<file path="config.mk">
export PLATFORM = sky130hd
export DESIGN_NAME = cpu_obi_port_arbiter
export DESIGN_NICKNAME = d
export VERILOG_FILES = /design/src/rtl/cpu_obi_port_arbiter.sv
export SDC_FILE = /design/constraint.sdc
export NUM_CORES = 1
export LEC_CHECK = 0
export ABC_CLOCK_PERIOD_IN_PS = 2800
export CAP_MARGIN = 20
export CELL_PAD_IN_SITES_DETAIL_PLACEMENT = 0
export CELL_PAD_IN_SITES_GLOBAL_PLACEMENT = 1
export CORE_MARGIN = 2
export CORE_UTILIZATION = 13
export CTS_CLUSTER_SIZE = 28
export DETAILED_ROUTE_END_ITERATION = 10
export PLACE_DENSITY = 0.89
export RECOVER_POWER = 25
export REMOVE_ABC_BUFFERS = 1
export SETUP_SLACK_MARGIN = 0.05
export SYNTH_ARGS = -nofsm -noshare
export SYNTH_HDL_FRONTEND = slang
export SYNTH_SLANG_ARGS = --single-unit
</file>
<file path="constraint.sdc">
create_clock -name clk_i -period 2.8 [get_ports clk_i]
set_input_delay 0.56 -clock clk_i [delete_from_list [all_inputs] [get_ports clk_i]]
set_output_delay 0.56 -clock clk_i [all_outputs]
set_load 0.02 [all_outputs]
</file>
<file path="src/rtl/cpu_obi_port_arbiter.sv">
// Shares one OBI slave port between the instruction and data master ports.
// A combinational arbiter picks a winner and forwards its request with no
// added latency. The selection is locked while the slave withholds gnt.
// A small ID FIFO remembers which master owns each granted transaction, so
// every rvalid/rdata is steered back to the right master in order.
module cpu_obi_port_arbiter #(
  parameter int MAX_OUTSTANDING = 2,
  parameter bit DATA_PRIO       = 1'b1,
  parameter int ADDR_W          = 32,
  parameter int DATA_W          = 32
) (
  input  logic                clk_i,
  input  logic                rst_ni,
  // instruction master
  input  logic                instr_req_i,
  input  logic [ADDR_W-1:0]   instr_addr_i,
  input  logic                instr_we_i,
  input  logic [DATA_W/8-1:0] instr_be_i,
  input  logic [DATA_W-1:0]   instr_wdata_i,
  output logic                instr_gnt_o,
  output logic                instr_rvalid_o,
  output logic [DATA_W-1:0]   instr_rdata_o,
  // data master
  input  logic                data_req_i,
  input  logic [ADDR_W-1:0]   data_addr_i,
  input  logic                data_we_i,
  input  logic [DATA_W/8-1:0] data_be_i,
  input  logic [DATA_W-1:0]   data_wdata_i,
  output logic                data_gnt_o,
  output logic                data_rvalid_o,
  output logic [DATA_W-1:0]   data_rdata_o,
  // shared slave
  output logic                slv_req_o,
  output logic [ADDR_W-1:0]   slv_addr_o,
  output logic                slv_we_o,
  output logic [DATA_W/8-1:0] slv_be_o,
  output logic [DATA_W-1:0]   slv_wdata_o,
  input  logic                slv_gnt_i,
  input  logic                slv_rvalid_i,
  input  logic [DATA_W-1:0]   slv_rdata_i,
  // status
  output logic [3:0]          outstanding_o,
  output logic                err_o
);

  localparam int              PTR_W    = (MAX_OUTSTANDING > 1) ? $clog2(MAX_OUTSTANDING) : 1;
  localparam logic [PTR_W-1:0] LAST_PTR = PTR_W'(MAX_OUTSTANDING - 1);
  localparam logic [3:0]      MAX_CNT  = 4'(MAX_OUTSTANDING);
  localparam logic            ID_INSTR = 1'b0;
  localparam logic            ID_DATA  = 1'b1;

  logic             lock_q;
  logic             lock_id_q;
  logic             rr_last_q;
  logic [PTR_W-1:0] wr_ptr_q;
  logic [PTR_W-1:0] rd_ptr_q;
  logic [3:0]       count_q;
  logic             err_q;
  logic             fifo_id_q [MAX_OUTSTANDING];

  logic win_id;
  logic win_req;
  logic stall;
  logic push;
  logic pop;
  logic head_id;

  function automatic logic [PTR_W-1:0] ptr_inc(input logic [PTR_W-1:0] p);
    return (p == LAST_PTR) ? '0 : p + 1'b1;
  endfunction

  // Winner selection: a locked master keeps the port, otherwise priority or round-robin
  always_comb begin
    win_id = ID_INSTR;
    if (lock_q) begin
      win_id = lock_id_q;
    end else if (data_req_i && !instr_req_i) begin
      win_id = ID_DATA;
    end else if (data_req_i && instr_req_i) begin
      win_id = DATA_PRIO ? ID_DATA : ~rr_last_q;
    end
  end

  // A full FIFO blocks new requests; rvalid only unblocks through count_q next cycle
  assign stall   = (count_q == MAX_CNT);
  assign win_req = (win_id == ID_DATA) ? data_req_i : instr_req_i;
  assign push    = slv_req_o & slv_gnt_i;
  assign pop     = slv_rvalid_i & (count_q != 4'd0);
  assign head_id = fifo_id_q[rd_ptr_q];

  // Forward the winner's request fields to the shared slave port
  always_comb begin
    slv_req_o   = win_req & ~stall;
    slv_addr_o  = (win_id == ID_DATA) ? data_addr_i  : instr_addr_i;
    slv_we_o    = (win_id == ID_DATA) ? data_we_i    : instr_we_i;
    slv_be_o    = (win_id == ID_DATA) ? data_be_i    : instr_be_i;
    slv_wdata_o = (win_id == ID_DATA) ? data_wdata_i : instr_wdata_i;
  end

  assign instr_gnt_o    = push & (win_id == ID_INSTR);
  assign data_gnt_o     = push & (win_id == ID_DATA);
  assign instr_rvalid_o = pop & (head_id == ID_INSTR);
  assign data_rvalid_o  = pop & (head_id == ID_DATA);
  assign instr_rdata_o  = slv_rdata_i;
  assign data_rdata_o   = slv_rdata_i;
  assign outstanding_o  = count_q;
  assign err_o          = err_q;

  // Arbitration state, FIFO pointers, occupancy and the sticky error flag
  always_ff @(posedge clk_i or negedge rst_ni) begin
    if (!rst_ni) begin
      lock_q    <= 1'b0;
      lock_id_q <= ID_INSTR;
      rr_last_q <= ID_INSTR;
      wr_ptr_q  <= '0;
      rd_ptr_q  <= '0;
      count_q   <= 4'd0;
      err_q     <= 1'b0;
    end else begin
      if (slv_req_o && !slv_gnt_i) begin
        lock_q    <= 1'b1;
        lock_id_q <= win_id;
      end else if (push) begin
        lock_q    <= 1'b0;
      end
      if (push) begin
        rr_last_q <= win_id;
        wr_ptr_q  <= ptr_inc(wr_ptr_q);
      end
      if (pop) begin
        rd_ptr_q <= ptr_inc(rd_ptr_q);
      end
      case ({push, pop})
        2'b10:   count_q <= count_q + 4'd1;
        2'b01:   count_q <= count_q - 4'd1;
        default: count_q <= count_q;
      endcase
      if (slv_rvalid_i && count_q == 4'd0) begin
        err_q <= 1'b1;
      end
    end
  end

  // ID storage: entries are only meaningful between the pointers, so no reset
  always_ff @(posedge clk_i) begin
    if (push) begin
      fifo_id_q[wr_ptr_q] <= win_id;
    end
  end

endmodule

</file>
==> results.md, run 1 <==
Drt:
- The wire length after detailed routing is between 10 and 15 mm.
- The remaining design rule violation count is 0.
- The first-iteration detailed-routing DRC count is 95.
- The first detailed-routing pass ran for 4 iterations.
- The mean number of vias per cell is 3.98.
- The routed layout has roughly 2,200 vias.
- The count of antenna-violating nets left after detailed routing is 0.
- After detailed routing, the average wire length per cell comes to 24.7 um.

Critical path:
- The combined buffer and inverter count along the critical path is 3.
- STA classifies the critical path endpoint as an output port.
- The type of element launching the critical path is an input port.
- The worst reg-to-reg path cell count is 10.
- The worst flop-to-flop path endpoint is outstanding_o[2].
- The cell repeated most along the worst path is sky130_fd_sc_hd__clkdlybuf4s50_1.
- Grouping stages by cell kind, the critical path spends the most delay in buffers and inverters.
- The highest fanout seen on the critical path is 2.
- For the worst setup path, the data arrival time is 2.03 ns.
- The delay of the slowest cell on the worst path is 0.60 ns.
- The type of the worst setup path is in -> out.
- The critical path data required time is 2.24 ns.
- The slowest stage of the critical path is the sky130_fd_sc_hd__clkdlybuf4s50_1 cell.
- The worst register-to-register path has a setup slack of 0.39 ns.
- The critical path goes through clkdlybuf4s50_1, inv_1, a21oi_1, o21a_1, clkdlybuf4s50_1.
- The worst register-to-register path begins at outstanding_o[1].

Synth:
- Synthesis handed over a netlist of 198 instances.
- The synthesis warning total is 0.
- The largest area contributor in the synthesized netlist is sky130_fd_sc_hd__mux2_2.
- Each instance of the synthesized netlist takes up on average 9.93 um^2.
- The flop and latch count out of synthesis is 11.
- The synthesized design devotes to its leading area cell type 36.7% of total area.
- In the post-synthesis netlist, the biggest area contributors are sky130_fd_sc_hd__mux2_2, sky130_fd_sc_hd__buf_4, sky130_fd_sc_hd__dfrtp_1.
- The synthesized netlist contains 30 unique library cells.
- Summing the sequential cell areas from Yosys gives 14.5% of the chip area.
- The synthesized netlist occupies a cell area of 1970 um^2.

Power and ir drop:
- The worst vdd rail ir drop is roughly 0.35 mV.
- The power density normalized to cell area is a little under 900 nW/um^2.
- The relative contribution of the clock network to total power is 7.7%.
- The power dissipated by switching net loads is 0.00160 W.
- Of the total power, registers draw 10.3%.
- Combinational logic is responsible for 82.0% of the overall power.
- The internal power component is ~0.0018 W.
- The leakage component of the power is 1.59 nW.
- In this run switching power makes up between 40% and 50% of total power.
- The design draws 0.00344 W.

Timing:
- Timing would allow up to 386 MHz.
- The relative slew slack is 72.1%.
- The setup-violating endpoint count in the final report is 0.
- The share of the clock period used by the worst path is 92.6%.
- The count of endpoints failing hold in the final timing report is 0.
- Setup repair after global routing left no endpoint under its margin.
- For the final routed database, the setup TNS stands at 0 ns.
- The worst path needs 2.59 ns of the cycle, external delays included.
- The worst hold-check slack is 0.460 ns.
- For the pin with the worst max-slew slack, the measured transition is 0.417 ns.
- Once routing completed, OpenROAD measured the worst setup slack at 0.208 ns.
- The max-slew violation total from the final report came to 0.
- On the final layout, the worst clock skew is 0.00289 ns.

Worst hold path:
- The count of cells along the worst hold path is 1.
- The source of the worst hold timing path is err_o.
- The worst hold endpoint is err_o.
- The kind of path behind the tightest hold check is reg -> reg.

Finish:
- The total number of nets in the final design is 544.
- The library cell used most frequently in the layout, excluding fill and tap cells, is sky130_fd_sc_hd__clkdlybuf4s50_1.
- The footprint of the flip-flops and latches is 285 um^2.
- Summing all multi-input logic gate instances after layout gives 1120 um^2.
- From synthesis to final layout, the design area changed by 102%.
- The layout has 1,584 filler cells.
- The fraction of final layout cells sized beyond drive strength 1 is between 20% and 30%.
- The diode insertion count for antenna repair is 0.
- Leaving out fill and tap cells, the most frequent cells in the layout are sky130_fd_sc_hd__clkdlybuf4s50_1, sky130_fd_sc_hd__mux2_2, sky130_fd_sc_hd__dlygate4sd2_1, sky130_fd_sc_hd__buf_4, sky130_fd_sc_hd__dfrtp_1.

Clocking:
- After clock tree synthesis, the clock-pin slew on the worst setup and hold paths is 0.04 ns.
- After clock tree synthesis, the flow added hold-fix buffers numbering 0.
- Counting the buffers created by CTS gives 3.
- The number of clock sinks is 11.
- TritonCTS built the clock tree.
- The clock tree buffer depth is 2.
- For the worst-skew pair, the clock arrives at the later sink with an insertion delay of roughly 0.24 ns.
- CTS built an H-tree with a depth of 1.
- The tree is rooted in a sky130_fd_sc_hd__clkbuf_16.

GRT:
- The number of global-route vias before repair is roughly 2,400.
- For this run, the total global-route usage over all layers was measured as 15.9%.
- The number of antenna violations at the first check in global routing is 0.
- The first-pass GRT wire length is ~18 mm.
- Global routing finished with a remaining overflow of 0.
- The pin count of the biggest net entering global routing is 23.

Floorplan:
- The vertical die dimension is approximately 130 um.
- The effective utilization at floorplan is 13.4%.
- The placeable core region is 14,600 um^2.
- In this run the core area contains 44 standard-cell rows.
- The die covers 16,100 um^2.
- From left edge to right edge, the die measures about 130 um.
- During I/O placement, the number of pins put on the boundary was 319.

Placement:
- The global placement routability congestion is 0.902.
- Buffers placed on the I/O ports in this run total 222.
- The worst setup timing slack at the placement stage is -0.453 ns.
- The estimated wirelength of the detail-placed design is between 10 and 15 mm.

Job:
- The total of max-cap violations is 0.

Status:
- The run finished with clean final reports.
-- stage by stage --
stage,util [%],cells,cell area [um^2]
after global routing,27.1,548,3970
after detailed placement,26.6,540,3900
final,27.1,548,3970
after floorplan,-,127,1410
after global placement,26.6,540,3900
after CTS,27.1,548,3970
-- synthesized netlist by cell type, drive strengths merged --
| cell | instances |
|---|---|
| a2111oi | 1 |
| a21o | 1 |
| a21oi | 2 |
| a22o | 1 |
| and3 | 1 |
| buf | 71 |
| dfrtp | 9 |
| edfxtp | 2 |
| ha | 3 |
| inv | 3 |
| mux2 | 70 |
| mux2i | 1 |
| nand2 | 2 |
| nand2b | 3 |
| nand3 | 1 |
| nand3b | 2 |
| nor2 | 4 |
| nor2b | 2 |
| nor3 | 2 |
| nor3b | 1 |
| nor4 | 2 |
| nor4b | 2 |
| o21a | 3 |
| o21ai | 2 |
| xnor2 | 4 |
| xor2 | 3 |
-- area by class of cell --
type	count	area share (%)
multi-input combinational	113	28.1
clock buffer	3	1.89
clock inverter	1	0.126
sequential	11	7.19
inverter	3	0.284
tap	184	5.80
timing repair buffer	233	56.6
-- registers in the layout, summed over array words and instances (netlist names) --
signal / cells
fifo_id_q: 2
lock_id_q: 1
rd_ptr_q: 1
outstanding_o: 4
wr_ptr_q: 1
err_o: 1
lock_q: 1
-- repair_timing --
action                     4_1_cts  5_1_grt
buffers inserted                 3        0
gates cloned                     1        0
setup endpoints to repair       69       56
pin swaps                        1        0
gates resized for setup         56       14
-- per-layer routing --
metal	GRT usage, %	vias up	routed length (um)
li1	-	960	-
met1	17.9	973	5090
met2	23.5	231	5530
met3	13.2	13	2690
met4	1.87	2	122
met5	4.95	-	97
-- kinds of logic (layout without fill, tap and decap cells) --
group | Yosys count | in the layout | share of synthesized area, %
and+or+nand+nor | 22 | 22 | 6.81
buffers and inverters | 74 | 240 | 29.0
DFF | 11 | 11 | 14.5
AOI/OAI and AO/OA | 10 | 10 | 4.01
xor gates and xnor gates | 7 | 7 | 3.12
muxes | 71 | 71 | 40.6
adders and majority gates | 3 | 3 | 1.91
-- power by group through the flow --
| stage | combinational, W | clock [W] | sequential, W |
|---|---|---|---|
| 2_1_floorplan | 0.00145 | 0 | 0.000365 |
| 3_3_place_gp | 0.00286 | 0 | 0.000338 |
| 3_5_place_dp | 0.00291 | 0 | 0.000349 |
| 4_1_cts | 0.00286 | 0.000266 | 0.000346 |
| 5_1_grt | 0.00299 | 0.000277 | 0.000368 |
| 6_report | 0.00282 | 0.000264 | 0.000353 |
-- worst reg2reg max path, stage by stage, from the launching register on --
cell and delay (ns):
sky130_fd_sc_hd__dfrtp_1 0.48, sky130_fd_sc_hd__nor4_2 0.36, sky130_fd_sc_hd__nand2b_1 0.25, sky130_fd_sc_hd__inv_1 0.10, sky130_fd_sc_hd__ha_1 0.22, sky130_fd_sc_hd__xor2_1 0.15, sky130_fd_sc_hd__ha_1 0.19, sky130_fd_sc_hd__a21oi_1 0.15
sky130_fd_sc_hd__xor2_1 0.17, sky130_fd_sc_hd__nor2_1 0.07, sky130_fd_sc_hd__xor2_1 0.14
-- how the worst max path moves through the flow --
stage,startpoint,to,slack [ns],cells after the start
after floorplan,data_req_i,slv_addr_o[10],-0.06,3
after CTS,data_req_i,slv_wdata_o[4],0.06,8
after global placement,data_req_i,slv_wdata_o[24],-0.41,6
after global routing,outstanding_o[1],outstanding_o[3],0.14,8
after detailed placement,data_req_i,slv_wdata_o[2],-0.45,6
final,instr_req_i,slv_req_o,0.21,5
Note: power is estimated with default switching activity, not from simulation.
==> run 2: changes to the inputs <==
--- a/config.mk
+++ b/config.mk
@@ -5,15 +5,16 @@
 export SDC_FILE = /design/constraint.sdc
 export NUM_CORES = 1
 export LEC_CHECK = 0
-export ABC_CLOCK_PERIOD_IN_PS = 2800
+export ABC_CLOCK_PERIOD_IN_PS = 2100
 export CAP_MARGIN = 20
 export CELL_PAD_IN_SITES_DETAIL_PLACEMENT = 0
 export CELL_PAD_IN_SITES_GLOBAL_PLACEMENT = 1
 export CORE_MARGIN = 2
-export CORE_UTILIZATION = 13
+export CORE_UTILIZATION = 12
 export CTS_CLUSTER_SIZE = 28
 export DETAILED_ROUTE_END_ITERATION = 10
-export PLACE_DENSITY = 0.89
+export GPL_ROUTABILITY_DRIVEN = 0
+export PLACE_DENSITY = 0.87
 export RECOVER_POWER = 25
 export REMOVE_ABC_BUFFERS = 1
 export SETUP_SLACK_MARGIN = 0.05
==> constraint.sdc (replaced) <==
create_clock -name clk_i -period 2.1 [get_ports clk_i]
set_input_delay 0.42 -clock clk_i [delete_from_list [all_inputs] [get_ports clk_i]]
set_output_delay 0.42 -clock clk_i [all_outputs]
set_load 0.02 [all_outputs]
==> results.md, run 2 (synthesized netlist as in run 1, its figures left out) <==
Drt:
- The first TritonRoute pass finished after 4 iterations.
- The first-iteration detailed-routing DRC count is 33.
- The wire length after detailed routing is 14.4 mm.
- The remaining design rule violation count is 0.
- Dividing the detail-routed wire length by the instance count gives 23.5 um.
- The vias after detailed routing is 2,346.
- Once detail routing completed, the nets flagged for antenna violations numbered 0.
- The mean number of vias per cell is 3.82.

Power and ir drop:
- For this design the static power due to leakage is 2.08 nW.
- The worst vdd rail ir drop is 0.562 mV.
- Power spread over the standard cell area amounts to 1340 nW/um^2.

Timing:
- The max-slew violation total from the final report was 0.
- The setup-violating endpoint count in the final report is 65.
- The relative slew slack is between 60% and 70%.
- The slew at the pin closest to its max-slew limit is 0.462 ns.
- The worst hold-check slack is a little under 0.5 ns.
- Based on the critical path, the design can be clocked at up to 439 MHz.
- The smallest setup slack after layout is -0.177 ns.
- On the final layout, the worst clock skew is around 0.0031 ns.
- Setup repair after global routing could not meet its margin everywhere.
- In the finished design, the share of the clock period the worst path needs comes to 108%.
- The worst path in the final design needs a cycle of 2.28 ns, including I/O delays and setup.
- The count of endpoints failing hold in the final timing report is 0.

Finish:
- The footprint of the flip-flops and latches is 287 um^2.
- After filler insertion, the fill cell instance count of the layout stands at 1,666.
- The total number of nets in the final design is 578.
- Cells with a size suffix above 1 make up 51.5% of the layout.
- The commonest non-fill, non-tap cell in the layout is sky130_fd_sc_hd__clkdlybuf4s50_1.
- Relative to the synthesized area, the layout overhead comes to 143%.
- In the layout the commonest cells are sky130_fd_sc_hd__clkdlybuf4s50_1, sky130_fd_sc_hd__mux2_4, sky130_fd_sc_hd__buf_6, sky130_fd_sc_hd__buf_4, sky130_fd_sc_hd__mux2_2.
- The diode insertion count for antenna repair is 0.
- The number of flip-flops under the largest register name is 4.
- Summing all multi-input logic gate instances after layout gives 1370 um^2.

Critical path:
- The combined buffer and inverter count along the critical path is 5.
- The worst setup path endpoint is slv_wdata_o[10].
- Broken down by cell family, the worst path's largest delay share belongs to buffers and inverters.
- The worst reg-to-reg setup slack is -0.14 ns.
- The highest fanout seen on the critical path is 8.
- Data on the critical path is required at its endpoint by around 1.7 ns.
- The worst flop-to-flop path endpoint is outstanding_o[2].
- STA classifies the critical path endpoint as an output port.
- Tracing the worst setup path back leads to its startpoint at lock_q.
- The type of the worst setup path is reg -> out.
- The slowest cell on the critical path is sky130_fd_sc_hd__dfrtp_2.
- The worst reg-to-reg path cell count is 11.
- The worst setup path is launched from a flop.
- At the worst endpoint, the arrival time is 1.86 ns.
- The critical path crosses 7 cells after its start point.
- The critical register-to-register path startpoint is outstanding_o[3].
- The delay of the slowest cell on the worst path is 0.45 ns.
- Walking the worst path, the cells encountered are o21ai_4, buf_12, buf_12, buf_16, buf_16, mux2_4, buf_6.

Status:
- The run finished, with violations left.
- The checks that failed: negative setup slack.

Clocking:
- The cell chosen for the clock root is sky130_fd_sc_hd__clkbuf_16.
- The clock insertion delay at the later pin of the skew report is 0.24 ns.
- The number of clock sinks is 11.
- The CTS tree is done.
- The clock transition at the registers of the reported paths is 0.04 ns.
- Counting the buffers created by CTS gives 3.
- The number of levels the H-tree was split into is 1.
- In this run the deepest clock path goes through 2 buffers.

GRT:
- The first global-routing pass estimated 19.5 mm of wire.
- The pin count of the biggest net entering global routing is 14.
- The number of antenna violations at the first check in global routing came to 0.
- The overall fraction of global-route tracks in use is between 10% and 20%.
- The remaining global-route overflow is 0.
- The number of global-route vias before repair is 2,657.

Worst hold path:
- The kind of path behind the tightest hold check is reg -> reg.

Floorplan:
- The horizontal die dimension is 132 um.
- The floorplan step set the die height to about 130 um.
- Once the floorplan was initialized, standard cells occupied 12.3% of the core.
- The placeable core region is 15,900 um^2.
- The number of placement rows is between 40 and 50.
- The count of boundary I/O pins is 319.
- The floorplan step defined a die boundary enclosing roughly 17,000 um^2.

Job:
- The total of max-cap violations is 0.

Placement:
- The worst setup timing slack at the placement stage is -0.790 ns.
- Detailed placement ended at an HPWL of around 11 mm.
- In this run the tool buffered the top-level ports with 222 buffer cells.
run 2: worst min path at each step:
stage              from  slack [ns]  cells past startpoint       end
3_3_place_gp      err_o        0.44                      1     err_o
6_report          err_o        0.50                      1     err_o
4_1_cts        wr_ptr_q        0.50                      1  wr_ptr_q
3_5_place_dp   wr_ptr_q        0.50                      1  wr_ptr_q
5_1_grt        wr_ptr_q        0.52                      1  wr_ptr_q
2_1_floorplan    rst_ni        0.12                      0     err_o
run 2: area by class of cell:
cell class	count	share of cell area [%]
flip-flops and latches	11	6.00
multi-input cells	113	28.8
repair buffers	267	57.7
inverters	3	0.236
well taps	216	5.66
clock buffers	4	1.65
run 2: through the flow:
stage / util, % / std cells / total power, W / area, um^2 / TNS, ns
3_3_place_gp: 25.4 / 589 / 0.00437 / 4050 / -48.07
2_1_floorplan: - / 127 / 0.00242 / 1410 / -33.58
5_1_grt: 30.0 / 614 / 0.00675 / 4780 / -9.67
3_5_place_dp: 25.4 / 589 / 0.00445 / 4050 / -49.50
4_1_cts: 29.0 / 612 / 0.00621 / 4620 / -7.17
6_report: 30.0 / 614 / 0.00641 / 4780 / -5.91
run 2: timing repair:
action / 4_1_cts / 5_1_grt
pin swaps: 4 / 4
cloned: 6 / 1
hold buffers: 0 / 0
setup buffers: 13 / 2
endpoints found under the setup margin: 76 / 76
gates resized for setup: 356 / 49
run 2: report_power, final:
group          internal, W  total (W)  switching, W  leakage (nW)
registers         0.000328   0.000446      0.000118         0.120
clock network     0.000255   0.000347     0.0000922        0.0382
logic              0.00318    0.00562       0.00244          1.92
run 2: per-layer routing:
| metal | up-vias | part of all wire [%] | GRT usage (%) |
|---|---|---|---|
| met3 | 8 | 19 | 13.8 |
| met1 | 1083 | 37 | 17.0 |
| met4 | 4 | 0.37 | 1.57 |
| met2 | 221 | 42 | 22.9 |
| met5 | - | 1.3 | 8.06 |
| li1 | 1030 | - | - |
